## config.mk

```make
export PLATFORM = sky130hd
export DESIGN_NAME = expansion_shiftreg_target
export DESIGN_NICKNAME = d
export VERILOG_FILES = /design/src/rtl/expansion_shiftreg_pkg.sv /design/src/rtl/expansion_shiftreg_target_sync.sv /design/src/rtl/expansion_shiftreg_target.sv
export SDC_FILE = /design/constraint.sdc
export NUM_CORES = 1
export LEC_CHECK = 0
export ABC_AREA = 1
export BUFFER_PORTS_ARGS = -buffer_cell sky130_fd_sc_hd__clkbuf_2
export CORE_MARGIN = 5
export CORE_UTILIZATION = 45
export CTS_BUF_LIST = sky130_fd_sc_hd__clkbuf_2 sky130_fd_sc_hd__clkbuf_4 sky130_fd_sc_hd__clkbuf_8
export CTS_CLUSTER_DIAMETER = 30
export DETAILED_ROUTE_END_ITERATION = 7
export GPL_TIMING_DRIVEN = 0
export PLACE_DENSITY = 0.75
export SLEW_MARGIN = 20
export SYNTH_ARGS = -nofsm -noshare
export SYNTH_HDL_FRONTEND = slang
export SYNTH_SLANG_ARGS = --single-unit
```

## constraint.sdc

```tcl
create_clock -name clk -period 1.27 [get_ports clk]
set_input_delay 0.1905 -clock clk [delete_from_list [all_inputs] [get_ports clk]]
set_output_delay 0.1905 -clock clk [all_outputs]
set_load 0.1 [all_outputs]
```

## src/rtl/expansion_shiftreg_pkg.sv

```systemverilog
// Shared constants and FSM encoding for the expansion shift-register target.
package expansion_shiftreg_pkg;

  localparam int unsigned DEFAULT_WIDTH   = 8;
  localparam int unsigned DEFAULT_TIMEOUT = 5000000;
  localparam int unsigned SYNC_DEPTH      = 2;

  typedef enum logic {
    SHIFTING = 1'b0,
    LATCH    = 1'b1
  } state_e;

endpackage

```

## src/rtl/expansion_shiftreg_target_sync.sv

```systemverilog
// expansion_sync_edge: 2-FF synchronizer plus previous-value register giving
// registered level, rise and fall for one asynchronous input.
module expansion_sync_edge
  import expansion_shiftreg_pkg::*;
#(
  parameter logic RESET_VAL = 1'b0
) (
  input  logic clk,
  input  logic reset,
  input  logic async_in,
  output logic level,
  output logic rise,
  output logic fall
);

  logic [SYNC_DEPTH-1:0] sync_q, sync_d;
  logic                  level_q, level_d;
  logic                  rise_q, rise_d;
  logic                  fall_q, fall_d;
  logic                  synced;

  always_comb begin
    sync_d  = {sync_q[SYNC_DEPTH-2:0], async_in};
    synced  = sync_q[SYNC_DEPTH-1];
    level_d = synced;
    rise_d  = synced & ~level_q;
    fall_d  = ~synced & level_q;
  end

  // Reset to the idle level so releasing reset never fakes an edge.
  always_ff @(posedge clk or posedge reset) begin
    if (reset) begin
      sync_q  <= {SYNC_DEPTH{RESET_VAL}};
      level_q <= RESET_VAL;
      rise_q  <= 1'b0;
      fall_q  <= 1'b0;
    end else begin
      sync_q  <= sync_d;
      level_q <= level_d;
      rise_q  <= rise_d;
      fall_q  <= fall_d;
    end
  end

  assign level = level_q;
  assign rise  = rise_q;
  assign fall  = fall_q;

endmodule

```

## src/rtl/expansion_shiftreg_target.sv

```systemverilog
// Serial shift-register target: receives MSB-first frames from a remote master and
// returns data_in LSB-first. Watchdog enabled by EXPANSION_SHIFTREG_TARGET_WATCHDOG_EN.
module expansion_shiftreg_target
  import expansion_shiftreg_pkg::*;
#(
  parameter int unsigned WIDTH   = DEFAULT_WIDTH,
  parameter int unsigned TIMEOUT = DEFAULT_TIMEOUT
) (
  input  logic             clk,
  input  logic             reset,
  input  logic             SHIFT_CLK,
  input  logic             SHIFT_LOAD,
  input  logic             SHIFT_IN,
  output logic             SHIFT_OUT,
  output logic [WIDTH-1:0] data_out,
  input  logic [WIDTH-1:0] data_in,
  output logic             frame_valid,
  output logic             frame_error,
  output logic             timeout
);

`ifdef EXPANSION_SHIFTREG_TARGET_WATCHDOG_EN
  localparam bit WD_EN = 1'b1;
`else
  localparam bit WD_EN = 1'b0;
`endif

  localparam int unsigned CNT_W = $clog2(WIDTH + 2);
  localparam int unsigned WD_W  = $clog2(TIMEOUT + 1);

  logic clk_level, clk_rise, clk_fall;
  logic load_level, load_rise, load_fall;
  logic in_level, in_rise, in_fall;

  expansion_sync_edge #(.RESET_VAL(1'b0)) u_sync_clk (
    .clk(clk), .reset(reset), .async_in(SHIFT_CLK),
    .level(clk_level), .rise(clk_rise), .fall(clk_fall)
  );

  expansion_sync_edge #(.RESET_VAL(1'b1)) u_sync_load (
    .clk(clk), .reset(reset), .async_in(SHIFT_LOAD),
    .level(load_level), .rise(load_rise), .fall(load_fall)
  );

  expansion_sync_edge #(.RESET_VAL(1'b0)) u_sync_in (
    .clk(clk), .reset(reset), .async_in(SHIFT_IN),
    .level(in_level), .rise(in_rise), .fall(in_fall)
  );

  logic unused_sync_c;
  assign unused_sync_c = &{1'b0, clk_level, load_level, in_rise, in_fall};

  state_e           state_q, state_d;
  logic [CNT_W-1:0] bit_cnt_q, bit_cnt_d;
  logic [WIDTH-1:0] rx_shift_q, rx_shift_d;
  logic [WIDTH-1:0] tx_shift_q, tx_shift_d;
  logic [WIDTH-1:0] tx_next;
  logic [WIDTH-1:0] data_out_q, data_out_d;
  logic             shift_out_q, shift_out_d;
  logic             frame_valid_q, frame_valid_d;
  logic             frame_error_q, frame_error_d;
  logic             timeout_q, timeout_d;
  logic [WD_W-1:0]  wd_cnt_q, wd_cnt_d;

  // Next-state and datapath: LOAD edges take priority over any SHIFT_CLK edge.
  always_comb begin
    state_d       = state_q;
    bit_cnt_d     = bit_cnt_q;
    rx_shift_d    = rx_shift_q;
    tx_shift_d    = tx_shift_q;
    data_out_d    = data_out_q;
    shift_out_d   = shift_out_q;
    frame_valid_d = 1'b0;
    frame_error_d = 1'b0;
    timeout_d     = timeout_q;
    wd_cnt_d      = wd_cnt_q;
    tx_next       = tx_shift_q >> 1;

    if (load_fall) begin
      state_d = LATCH;
      if (bit_cnt_q == CNT_W'(WIDTH)) begin
        data_out_d    = rx_shift_q;
        frame_valid_d = 1'b1;
      end else begin
        frame_error_d = 1'b1;
      end
    end else if (load_rise) begin
      state_d     = SHIFTING;
      tx_shift_d  = data_in;
      shift_out_d = data_in[0];
      bit_cnt_d   = '0;
      rx_shift_d  = '0;
    end else if (state_q == SHIFTING) begin
      if (clk_rise) begin
        rx_shift_d = (rx_shift_q << 1) | WIDTH'(in_level);
        if (bit_cnt_q != CNT_W'(WIDTH + 1)) begin
          bit_cnt_d = bit_cnt_q + CNT_W'(1);
        end
      end
      if (clk_fall) begin
        tx_shift_d  = tx_next;
        shift_out_d = tx_next[0];
      end
    end

    // Watchdog: counts clk since the last good frame, blanks data_out once tripped.
    if (WD_EN) begin
      if (frame_valid_d) begin
        wd_cnt_d  = '0;
        timeout_d = 1'b0;
      end else if (timeout_q || (wd_cnt_q == WD_W'(TIMEOUT - 1))) begin
        timeout_d  = 1'b1;
        data_out_d = '0;
      end else begin
        wd_cnt_d = wd_cnt_q + WD_W'(1);
      end
    end else begin
      wd_cnt_d  = '0;
      timeout_d = 1'b0;
    end
  end

  always_ff @(posedge clk or posedge reset) begin
    if (reset) begin
      state_q       <= SHIFTING;
      bit_cnt_q     <= '0;
      rx_shift_q    <= '0;
      tx_shift_q    <= '0;
      data_out_q    <= '0;
      shift_out_q   <= 1'b0;
      frame_valid_q <= 1'b0;
      frame_error_q <= 1'b0;
      timeout_q     <= 1'b0;
      wd_cnt_q      <= '0;
    end else begin
      state_q       <= state_d;
      bit_cnt_q     <= bit_cnt_d;
      rx_shift_q    <= rx_shift_d;
      tx_shift_q    <= tx_shift_d;
      data_out_q    <= data_out_d;
      shift_out_q   <= shift_out_d;
      frame_valid_q <= frame_valid_d;
      frame_error_q <= frame_error_d;
      timeout_q     <= timeout_d;
      wd_cnt_q      <= wd_cnt_d;
    end
  end

  assign SHIFT_OUT   = shift_out_q;
  assign data_out    = data_out_q;
  assign frame_valid = frame_valid_q;
  assign frame_error = frame_error_q;
  assign timeout     = timeout_q;

endmodule

```

Yosys cells after proc, flatten, opt, wreduce, memory -nomap -nowiden:

Index checks and enable logic that the tools add are counted.

* $add $sub $neg: 1
* equality and inequality tests: 3
* muxes and demuxes: 19
* bitwise logic cells: 10
* reduce and logical (&&, ||, !) cells: 8

Operators by type and width (count)
* $mux 8: 6
* $mux 4: 4
* $mux 1: 9
* $or 8x1->8: 1
* $reduce_bool 2->1: 4
* $reduce_and 3->1: 2
* $not 1->1: 5
* $add 4x1->4 const B: 1
* $and 1x1->1: 4
* $eq 4x4->1 const B: 1
* $ne 4x4->1 const B: 1
* $reduce_and 4->1: 1
* $ne 2x1->1 const B: 1
* $reduce_and 2->1: 1

* register bits: 45
* bits of input ports: 13
* output and inout bits: 12
* word-level logic and storage cells: 59

Logic depth before layout (Yosys ltp):

Gate-level depths: netlist of run 1.

* word-level depth: 5
* gate-level depth with buffers: 8
* gate-level depth less buffers: 8

Hierarchy:

A second synthesis of run 1 with hierarchy kept.

* cells, all modules: 188
* area, all modules: 1945.6 sq um

By module, submodules not included
* expansion_shiftreg_target: instances 1, cells each 158, area each 1510.2 sq um
* expansion_sync_edge at u_sync_clk ...: instances 2, cells each 10, area each 143.9 sq um
* expansion_sync_edge at u_sync_load: instances 1, cells each 10, area each 147.6 sq um

Least setup slack after synthesis of run 1:

No wires, ideal clock.

* path type: reg-to-reg
* from: register bit_cnt_q[0]
* to: register data_out_q[6], in the netlist data_out[6]
* setup time: 122 ps
* arrival: 1102 ps
* required time: 1148 ps
* setup slack: 45 ps
* stages on the path, launching flop included: 7
* period minus slack after synthesis: 1225 ps
* cell sequence: dfrtp_1 -> inv_1 -> ha_1 -> nand3_2 -> buf_6 -> nand2_1 -> o21ai_2

* longest elaborated chain between the ends: 2

Ends and longest elaborated chain
* from (decl): RTL line expansion_shiftreg_target.sv:54 `logic [CNT_W-1:0] bit_cnt_q, bit_cnt_d;`
* from (signal assigned): RTL line expansion_shiftreg_target.sv:137 `bit_cnt_q <= bit_cnt_d;`
* $eq 4x4->1: RTL line expansion_shiftreg_target.sv:81 `if (bit_cnt_q == CNT_W'(WIDTH)) begin`
* $reduce_and 2->1 (no source line)
* to (signal assigned): RTL line expansion_shiftreg_target.sv:140 `data_out_q <= data_out_d;`
* to (decl): RTL line expansion_shiftreg_target.sv:58 `logic [WIDTH-1:0] data_out_q, data_out_d;`

Every way passes these cells.
A chain may end at the register's enable or synchronous reset.

Worst setup path in the final report of run 1:

* from: register frame_valid_q, in the netlist frame_valid
* to: output port frame_valid

RTL lines
* from (decl): RTL line expansion_shiftreg_target.sv:60 `logic frame_valid_q, frame_valid_d;`
* from (signal assigned): RTL line expansion_shiftreg_target.sv:142 `frame_valid_q <= frame_valid_d;`
* to (decl): RTL line expansion_shiftreg_target.sv:17 `output logic frame_valid,`

No word-level cell between the ends.

==> flow_metrics.py, run 1 <==
metrics = {
    "route": {
        "wl_per_cell_um": 10.8,
        "route.detailed.drc": 0,
        "drt-pass1-iter-count": 4,
        "ant_nets": 0,
        "wl_um": 2930,
        "via_per_inst": 4.74,
        "drtIter0Drc": 77,
        "vias": 1281,
    },
    "synthesis": {
        "ys_types": 22,
        "syn_area_um2": 1810,
        "post-synth-top-area-cell": "dfrtp_1",
        "ys_warn_count": 0,
        "ys_ff_latch": 44,
        "syn_inst": 179,
        "yosysSeqAreaShare_pct": 61.2,
        "synthTopCellsByArea": "dfrtp_1, nand2_1, inv_1",
        "avgSynthCellArea_um2": 10.1,
        "syn_nets": 195,
        "synth_top_area_share_pct": 56.8,
    },
    "die": {
        "core_area_um2": 3940,
        "chipHeight_um": 73.3,
        "dieArea_um2": 5380,
        "start_util_pct": 45.8,
        "ioPinCount": 25,
        "rows": 23,
        "die_x_um": 73.3,
    },
    "final_layout": {
        "num-nets-final": 235,
        "fin_area_um2": 2220,
        "multi_input_area_um2": 552,
        "final-seq-area_um2": 1110,
        "fillers": 351,
        "final_util_pct": 56.4,
        "num_antenna_cells": 0,
        "drive_gt1_share_pct": 30.9,
        "area_growth_pct": 23.2,
    },
    "flow_run": {
        "drv_cap": 0,
    },
    "placed_design": {
        "detailed_place.area_um2": 2000,
        "gp_congestion": 0.765,
        "dp_hpwl_um": 2020,
        "port_buffers": 23,
    },
    "clock_tree": {
        "cts_sinks": 44,
        "cts_made_buffers": 5,
        "cts_root_buf": "clkbuf_8",
        "clk_pin_slew_ns": 0.08,
        "cts_tree": "built",
        "clockBufferDepth": 2,
        "htreeDepth": 2,
        "clk_latency_ns": 0.29,
    },
    "worst_setup_path": {
        "path_buf_inv": 1,
        "arrival_ns": 1.03,
        "crit_fanout": 1,
        "required_ns": 1.08,
        "reg2reg_depth": 6,
        "critPathKind": "reg2out",
        "slowest_stage": "buf_2",
        "endpoint_kind": "output pin",
        "cpLargestDelayFamily": "buffers and inverters",
        "slowest_delay_ns": 0.41,
        "critical_path_depth": 1,
        "worstSetupStartpointType": "flop",
        "cp_cell_sequence": "buf_2",
    },
    "global_routing": {
        "grt_pass1_wl_um": 5270,
        "grt_use_total_pct": 12.7,
        "grt_max_degree": 27,
        "grt_pass1_vias": 1255,
        "overflow": 0,
        "antenna_found_initial": 0,
    },
    "min_path": {
        "worstHoldPathCells": 3,
        "min_path_type": "in2reg",
    },
    "timing": {
        "finClkSkew_ns": 0.00940,
        "period_share_pct": 96.0,
        "setup-violations-final": 0,
        "fmax_mhz": 820,
        "fin_crit_ns": 1.22,
        "finalHoldViolations": 0,
        "finalMaxSlewViolations": 0,
    },
    "power": {
        "p_sw_mw": 1.18,
        "p_seq_share_pct": 48.9,
        "leakage_nw": 1.10,
        "pwr_density_cell_nw_per_um2": 1580,
        "clockPowerShare_pct": 24.7,
        "power_frac_comb_pct": 26.4,
        "swShare_pct": 33.7,
        "p_int_mw": 2.32,
        "peakVddDrop_uv": 828,
    },
    "status": {
        "status": "complete, no violations",
    },
}
## layout make-up
cell class / count / area share, %
clock inverter: 1 / 0.225
timing repair buffer: 33 / 11.1
inverter: 28 / 4.72
buffer: 7 / 2.81
multi-input combinational: 100 / 24.8
clock buffer: 7 / 3.77
tap: 50 / 2.81
sequential: 44 / 49.7
## layout by cell type, fill, tap and decap left out, drive strengths merged, types with 2 or more instances in the layout
| master | n |
|---|---|
| dfstp | 3 |
| a21oi | 2 |
| dlygate4sd3 | 4 |
| nand2 | 38 |
| clkbuf | 28 |
| o21ai | 34 |
| dfrtp | 41 |
| inv | 28 |
| nor2 | 8 |
| buf | 15 |
| ha | 3 |
| nand3 | 12 |
## logic make-up (layout without fill, tap and decap cells)
family	after synthesis	count (layout)	synth area share [%]
flip-flops	44	44	61.2
adder cells (fa/ha/maj)	3	3	2.08
XOR/XNOR	1	1	0.485
AND/OR/NAND/NOR	59	59	15.3
AO/OA/AOI/OAI	36	36	11.6
other	1	1	0.208
buffers and inverters	35	76	9.08
## per-layer routing
metal | track usage, % | vias up | routed length, µm
met2 | 20.0 | 14 | 1440
li1 | - | 637 | -
met1 | 16.0 | 624 | 1310
met5 | 0 | - | 0
met3 | 4.24 | 6 | 121
met4 | 5.43 | 0 | 51
## synthesized netlist by cell type
| library cell | n |
|---|---|
| dfrtp_1 | 41 |
| o21ai_1 | 10 |
| inv_2 | 1 |
| nand2_1 | 33 |
| dfstp_2 | 3 |
| o21ai_0 | 16 |
| nand3_2 | 1 |
| nand4_1 | 1 |
| nand2_2 | 2 |
| nand2_4 | 3 |
| nor2_2 | 2 |
| ha_1 | 3 |
| a21oi_1 | 2 |
| xor2_1 | 1 |
| nand3_1 | 11 |
| buf_6 | 3 |
| buf_2 | 2 |
| inv_1 | 27 |
| nor2_1 | 6 |
| buf_4 | 2 |
| conb_1 | 1 |
| o21ai_2 | 8 |
## per-stage QoR
stage                     power, mW  hold slack [ns]  cells  TNS (ns)  setup WS (ns)
after CTS                      3.52            0.173    267         0       0.000849
after floorplan                2.40            0.195    179         0         0.0453
final                          3.50            0.182    270         0         0.0508
after global routing           3.71            0.191    270  -0.00544       -0.00544
after global placement         2.54            0.278    252    -20.01         -0.470
after detailed placement       2.58            0.191    253    -0.487         -0.109
## power by group through the flow
stage	Sequential (mW)	Combinational [mW]	Clock (mW)
after global placement	1.75	0.795	0
after detailed placement	1.76	0.816	0
after global routing	1.74	1.03	0.935
final	1.71	0.926	0.865
after floorplan	1.99	0.419	0
after CTS	1.71	0.919	0.894
## flip-flops by register name, summed over array words and instances (netlist names), 2 cells and up
register,count
rx_shift_q,8
bit_cnt_q,4
u_sync_load.sync_q,2
u_sync_clk.sync_q,2
u_sync_in.sync_q,2
data_out,8
tx_shift_q,8
## final timing paths
kind	from	end	slack, ns
setup / recovery	frame_valid	frame_valid	0.05
setup reg to reg	bit_cnt_q[0]	data_out[6]	0.07
hold reg to reg	u_sync_clk.sync_q[0]	u_sync_clk.sync_q[1]	0.35
hold / removal	data_in[7]	tx_shift_q[7]	0.18
max in group asynchronous	reset	u_sync_load.fall	0.36
min in group asynchronous	reset	tx_shift_q[4]	0.43
## timing repair
item | 4_1_cts | 5_1_grt
setup buffers | 2 | 3
resized for setup | 11 | 6
hold buffers | 4 | 0
endpoints found under the setup margin | 18 | 22
endpoints found under the hold margin | 18 | 0
No activity file was read; power rests on OpenSTA's default activity.
==> inputs of run 2 (changes only) <==
--- a/config.mk
+++ b/config.mk
@@ -13,7 +13,7 @@
 export CTS_CLUSTER_DIAMETER = 30
 export DETAILED_ROUTE_END_ITERATION = 7
 export GPL_TIMING_DRIVEN = 0
-export PLACE_DENSITY = 0.75
+export PLACE_DENSITY_LB_ADDON = 0.05
 export SLEW_MARGIN = 20
 export SYNTH_ARGS = -nofsm -noshare
 export SYNTH_HDL_FRONTEND = slang
==> flow_metrics.py, run 2 (synthesis gave the netlist of run 1 again) <==
metrics = {
    "status": {
        "status": "complete, no violations",
    },
    "timing": {
        "finalHoldViolations": 0,
        "setup-violations-final": 0,
        "fin_crit_ns": 1.21,
        "finalMaxSlewViolations": 0,
        "whs_ns": 0.141,
        "fmax_mhz": 830,
        "rsz0062_at_grt": "yes",
        "period_share_pct": 94.9,
        "finClkSkew_ns": 0.00320,
    },
    "placed_design": {
        "gp_congestion": 0.752,
        "dp_cells": 253,
        "port_buffers": 23,
        "dp_hpwl_um": 2260,
    },
    "worst_setup_path": {
        "required_ns": 1.47,
        "cp-startpoint": "bit_cnt_q[2]",
        "slowest_delay_ns": 0.45,
        "endpoint_kind": "flop",
        "path_buf_inv": 1,
        "critPathKind": "reg2reg",
        "cp_cell_sequence": "nor2_4, nand3_4, buf_8, nand2_1, o21ai_2",
        "r2r-end": "data_out[6]",
        "critical_path_depth": 5,
        "crit_fanout": 5,
        "rr_startpoint": "bit_cnt_q[2]",
        "worstSetupStartpointType": "flop",
        "r2r_setup_slack_ns": 0.06,
        "arrival_ns": 1.40,
        "cpLargestDelayFamily": "flip-flops",
        "crit_end": "data_out[6]",
        "slowest_stage": "dfrtp_1",
        "reg2reg_depth": 5,
    },
    "die": {
        "dieArea_um2": 5380,
        "core_area_um2": 3940,
        "die_x_um": 73.3,
        "chipHeight_um": 73.3,
        "ioPinCount": 25,
        "rows": 23,
        "start_util_pct": 45.8,
    },
    "global_routing": {
        "grt_pass1_vias": 1248,
        "overflow": 0,
        "grt_pass1_wl_um": 5540,
        "antenna_found_initial": 0,
        "grt_use_total_pct": 13.6,
        "grt_max_degree": 31,
    },
    "final_layout": {
        "num_antenna_cells": 0,
        "drive_gt1_share_pct": 32.3,
        "area_growth_pct": 27.5,
        "num-nets-final": 238,
        "layout_commonest_cell": "dfrtp_1",
        "final_cell_mix": "dfrtp_1, nand2_1, inv_1",
        "final_cells": 273,
    },
    "clock_tree": {
        "clockBufferDepth": 2,
        "clk_pin_slew_ns": 0.08,
        "cts_sinks": 44,
        "cts_tree": "built",
        "clk_latency_ns": 0.30,
        "cts_root_buf": "clkbuf_8",
        "cts_made_buffers": 5,
        "htreeDepth": 2,
    },
    "min_path": {
        "min_path_type": "in2reg",
    },
    "route": {
        "drtIter0Drc": 53,
        "vias": 1297,
        "drt-pass1-iter-count": 4,
        "drt-met1-wl_um": 1450,
        "wl_met2_um": 1630,
        "wl_um": 3320,
        "wl_per_cell_um": 12.2,
        "route.detailed.drc": 0,
        "via_per_inst": 4.75,
        "ant_nets": 0,
        "met3_length_um": 191,
        "route.top_layer_used": "met4",
    },
    "power": {
        "power_frac_comb_pct": 26.6,
        "leakage_nw": 1.12,
        "swShare_pct": 33.4,
        "pwr_density_cell_nw_per_um2": 1650,
        "p_int_mw": 2.52,
        "p_sw_mw": 1.27,
        "clockPowerShare_pct": 27.8,
        "peakVddDrop_uv": 992,
        "p_seq_share_pct": 45.6,
    },
    "flow_run": {
        "drv_cap": 0,
    },
}
-- run 2: power by group through the flow --
stage / Sequential [mW] / Combinational (mW) / Clock [mW]
after floorplan: 1.99 / 0.419 / 0
after global placement: 1.75 / 0.794 / 0
after detailed placement: 1.76 / 0.829 / 0
after CTS: 1.73 / 0.915 / 1.10
after global routing: 1.76 / 1.10 / 1.16
final: 1.73 / 1.01 / 1.05
-- run 2: area by class of cell --
type | count | area [µm²]
fillers | 337 | 1640
flip-flops and latches | 44 | 1110
multi-input cells | 101 | 577
repair buffers | 35 | 273
inverters | 28 | 105
clock buffers | 5 | 68.8
plain buffers | 7 | 66.3
well taps | 50 | 62.6
clock inverters | 3 | 42.5
-- run 2: worst register-to-register path, stage by stage (launching register included) --
cell and delay (ns):
dfrtp_1 0.45, nor2_4 0.22, nand3_4 0.15, buf_8 0.17, nand2_1 0.06, o21ai_2 0.05
-- run 2: worst min path at each step --
stage / slack, ns / from / cells after the start / to
floorplan: 0.19 / SHIFT_LOAD / 0 / u_sync_load.sync_q[0]
CTS: 0.15 / data_in[7] / 3 / tx_shift_q[7]
global placement: 0.28 / SHIFT_LOAD / 1 / u_sync_load.sync_q[0]
detailed placement: 0.16 / reset / 2 / u_sync_load.rise
finish: 0.14 / data_in[7] / 3 / tx_shift_q[7]
global route: 0.15 / data_in[7] / 3 / tx_shift_q[7]
-- run 2: per-stage QoR --
step	setup TNS, ns	instance area (µm²)	utilization [%]	setup slack [ns]	power (mW)
floorplan	0	1810	-	0.0453	2.40
global placement	-18.49	1980	50.3	-0.438	2.54
detailed placement	-0.619	2000	50.8	-0.120	2.59
CTS	-0.0349	2200	55.8	-0.0349	3.74
global route	-0.00550	2300	58.4	-0.00550	4.01
finish	0	2300	58.4	0.0646	3.79
-- run 2: what timing repair did --
item                       4_1_cts  5_1_grt
gates resized for setup         14        8
hold buffers                     4        0
setup endpoints to repair       20       29
hold endpoints to repair        14        0
pin swaps                        0        1
gates cloned                     0        2
setup buffers                    1        5
-- run 2: routing by layer --
layer,vias up,track usage [%]
li1,642,-
met5,-,0
met2,28,22.8
met1,622,16.2
met3,5,4.51
met4,0,4.83
==> inputs of run 3 (changes only) <==
--- a/config.mk
+++ b/config.mk
@@ -6,7 +6,7 @@
 export NUM_CORES = 1
 export LEC_CHECK = 0
 export ABC_AREA = 1
-export BUFFER_PORTS_ARGS = -buffer_cell sky130_fd_sc_hd__clkbuf_2
+export BUFFER_PORTS_ARGS = -buffer_cell sky130_fd_sc_hd__buf_2
 export CORE_MARGIN = 5
 export CORE_UTILIZATION = 45
 export CTS_BUF_LIST = sky130_fd_sc_hd__clkbuf_2 sky130_fd_sc_hd__clkbuf_4 sky130_fd_sc_hd__clkbuf_8
==> flow_metrics.py, run 3 (synthesis gave the netlist of run 1 again) <==
metrics = {
    "timing": {
        "finalMaxSlewViolations": 0,
        "fmax_mhz": 818,
        "setup-violations-final": 0,
        "finClkSkew_ns": 0.00823,
        "period_share_pct": 96.2,
        "setup_tns_ns": 0,
        "fin_crit_ns": 1.22,
        "finalHoldViolations": 0,
        "rsz0062_at_grt": "yes",
    },
    "min_path": {
        "hold_path_end": "tx_shift_q[7]",
        "min_path_type": "in2reg",
        "worstHoldPathCells": 3,
        "worstHoldStart": "data_in[7]",
    },
    "global_routing": {
        "grt_pass1_wl_um": 5670,
        "antenna_found_initial": 0,
        "grt_max_degree": 31,
        "overflow": 0,
        "grt_pass1_vias": 1304,
        "grt_use_total_pct": 13.7,
    },
    "power": {
        "p_int_mw": 2.30,
        "clockPowerShare_pct": 24.0,
        "power_mw": 3.55,
        "power_frac_comb_pct": 27.4,
        "p_seq_share_pct": 48.6,
        "pwr_density_cell_nw_per_um2": 1580,
        "peakVddDrop_uv": 752,
        "leakage_nw": 1.11,
        "p_sw_mw": 1.24,
        "swShare_pct": 35.1,
    },
    "route": {
        "via_per_inst": 4.65,
        "ant_nets": 0,
        "vias": 1261,
        "route.detailed.drc": 0,
        "wl_per_cell_um": 11.9,
        "drtIter0Drc": 42,
        "wl_um": 3220,
        "drt-pass1-iter-count": 4,
    },
    "final_layout": {
        "drive_gt1_share_pct": 31.7,
        "layout_commonest_cell": "dfrtp_1",
        "area_growth_pct": 24.7,
        "final_cell_mix": "dfrtp_1, nand2_1, inv_1",
        "num_antenna_cells": 0,
        "num-nets-final": 236,
        "final_util_pct": 57.1,
        "fin_area_um2": 2250,
    },
    "worst_setup_path": {
        "path_buf_inv": 1,
        "crit_fanout": 1,
        "slowest_stage": "buf_2",
        "endpoint_kind": "output pin",
        "cpLargestDelayFamily": "buffers and inverters",
        "r2r_setup_slack_ns": 0.08,
        "r2r-end": "bit_cnt_q[1]",
        "worstSetupStartpointType": "flop",
        "slowest_delay_ns": 0.41,
        "required_ns": 1.08,
        "rr_startpoint": "u_sync_load.rise",
        "critPathKind": "reg2out",
        "cp_cell_sequence": "buf_2",
        "arrival_ns": 1.03,
        "reg2reg_depth": 5,
    },
    "die": {
        "ioPinCount": 25,
        "core_area_um2": 3940,
        "rows": 23,
        "die_x_um": 73.3,
        "dieArea_um2": 5380,
        "start_util_pct": 45.8,
        "chipHeight_um": 73.3,
    },
    "clock_tree": {
        "cts_root_buf": "clkbuf_8",
        "clk_pin_slew_ns": 0.08,
        "cts_tree": "built",
        "cts_sinks": 44,
        "htreeDepth": 2,
        "clk_latency_ns": 0.30,
        "clockBufferDepth": 2,
        "cts_made_buffers": 5,
    },
    "placed_design": {
        "dp_hpwl_um": 2270,
        "detailed_place.area_um2": 2000,
        "port_buffers": 23,
        "gp_congestion": 0.753,
    },
    "status": {
        "status": "complete, no violations",
    },
    "flow_run": {
        "drv_cap": 0,
    },
}
[run 3: worst min-delay path, cell delays in order]
cell and delay (ns):
buf_2 0.09, nand3_1 0.07, o21ai_1 0.07
[run 3: final cells by class]
| type | count | area [µm²] |
|---|---|---|
| Timing Repair Buffer | 34 | 260 |
| Tap cell | 50 | 62.6 |
| Buffer | 7 | 62.6 |
| Clock inverter | 3 | 18.8 |
| Fill cell | 371 | 1690 |
| Sequential cell | 44 | 1110 |
| Clock buffer | 5 | 68.8 |
| Multi-Input combinational cell | 100 | 567 |
| Inverter | 28 | 105 |
[run 3: layer usage]
layer  track usage (%)  up-vias  wire, µm
met5                 0        -         0
met4              4.83        0        48
met3              4.24        6       163
met2              22.5       25      1510
met1              16.9      594      1490
li1                  -      636         -
[run 3: repair_timing]
item                                    CTS  global route
buffers inserted                          2             3
gates resized for setup                  10             9
gates cloned                              0             1
endpoints found under the hold margin    14             0
endpoints found under the setup margin   18            27
hold buffers                              4             0
pin swaps                                 0             2
[run 3: worst max-delay path by stage]
stage	startpoint	endpoint	slack (ns)	depth (start not counted)
floorplan	reset	bit_cnt_q[0]	0.05	1
global placement	reset	bit_cnt_q[0]	-0.46	2
detailed placement	bit_cnt_q[0]	data_out[6]	-0.11	6
CTS	bit_cnt_q[0]	data_out[6]	0.0006	6
global route	u_sync_load.rise	bit_cnt_q[0]	-0.009	5
finish	frame_valid	frame_valid	0.05	1
[run 3: power groups by stage]
stage	logic [mW]	clock network [mW]	registers, mW
floorplan	0.419	0	1.99
detailed placement	0.833	0	1.76
CTS	0.933	0.888	1.72
global placement	0.796	0	1.75
global route	1.08	0.955	1.75
finish	0.972	0.850	1.72
[run 3: through the flow]
| step | std cells | setup WS (ns) | hold WS (ns) |
|---|---|---|---|
| global route | 271 | -0.00902 | 0.161 |
| floorplan | 179 | 0.0453 | 0.195 |
| global placement | 252 | -0.463 | 0.296 |
| detailed placement | 253 | -0.106 | 0.182 |
| CTS | 267 | 0.000565 | 0.160 |
| finish | 271 | 0.0477 | 0.158 |
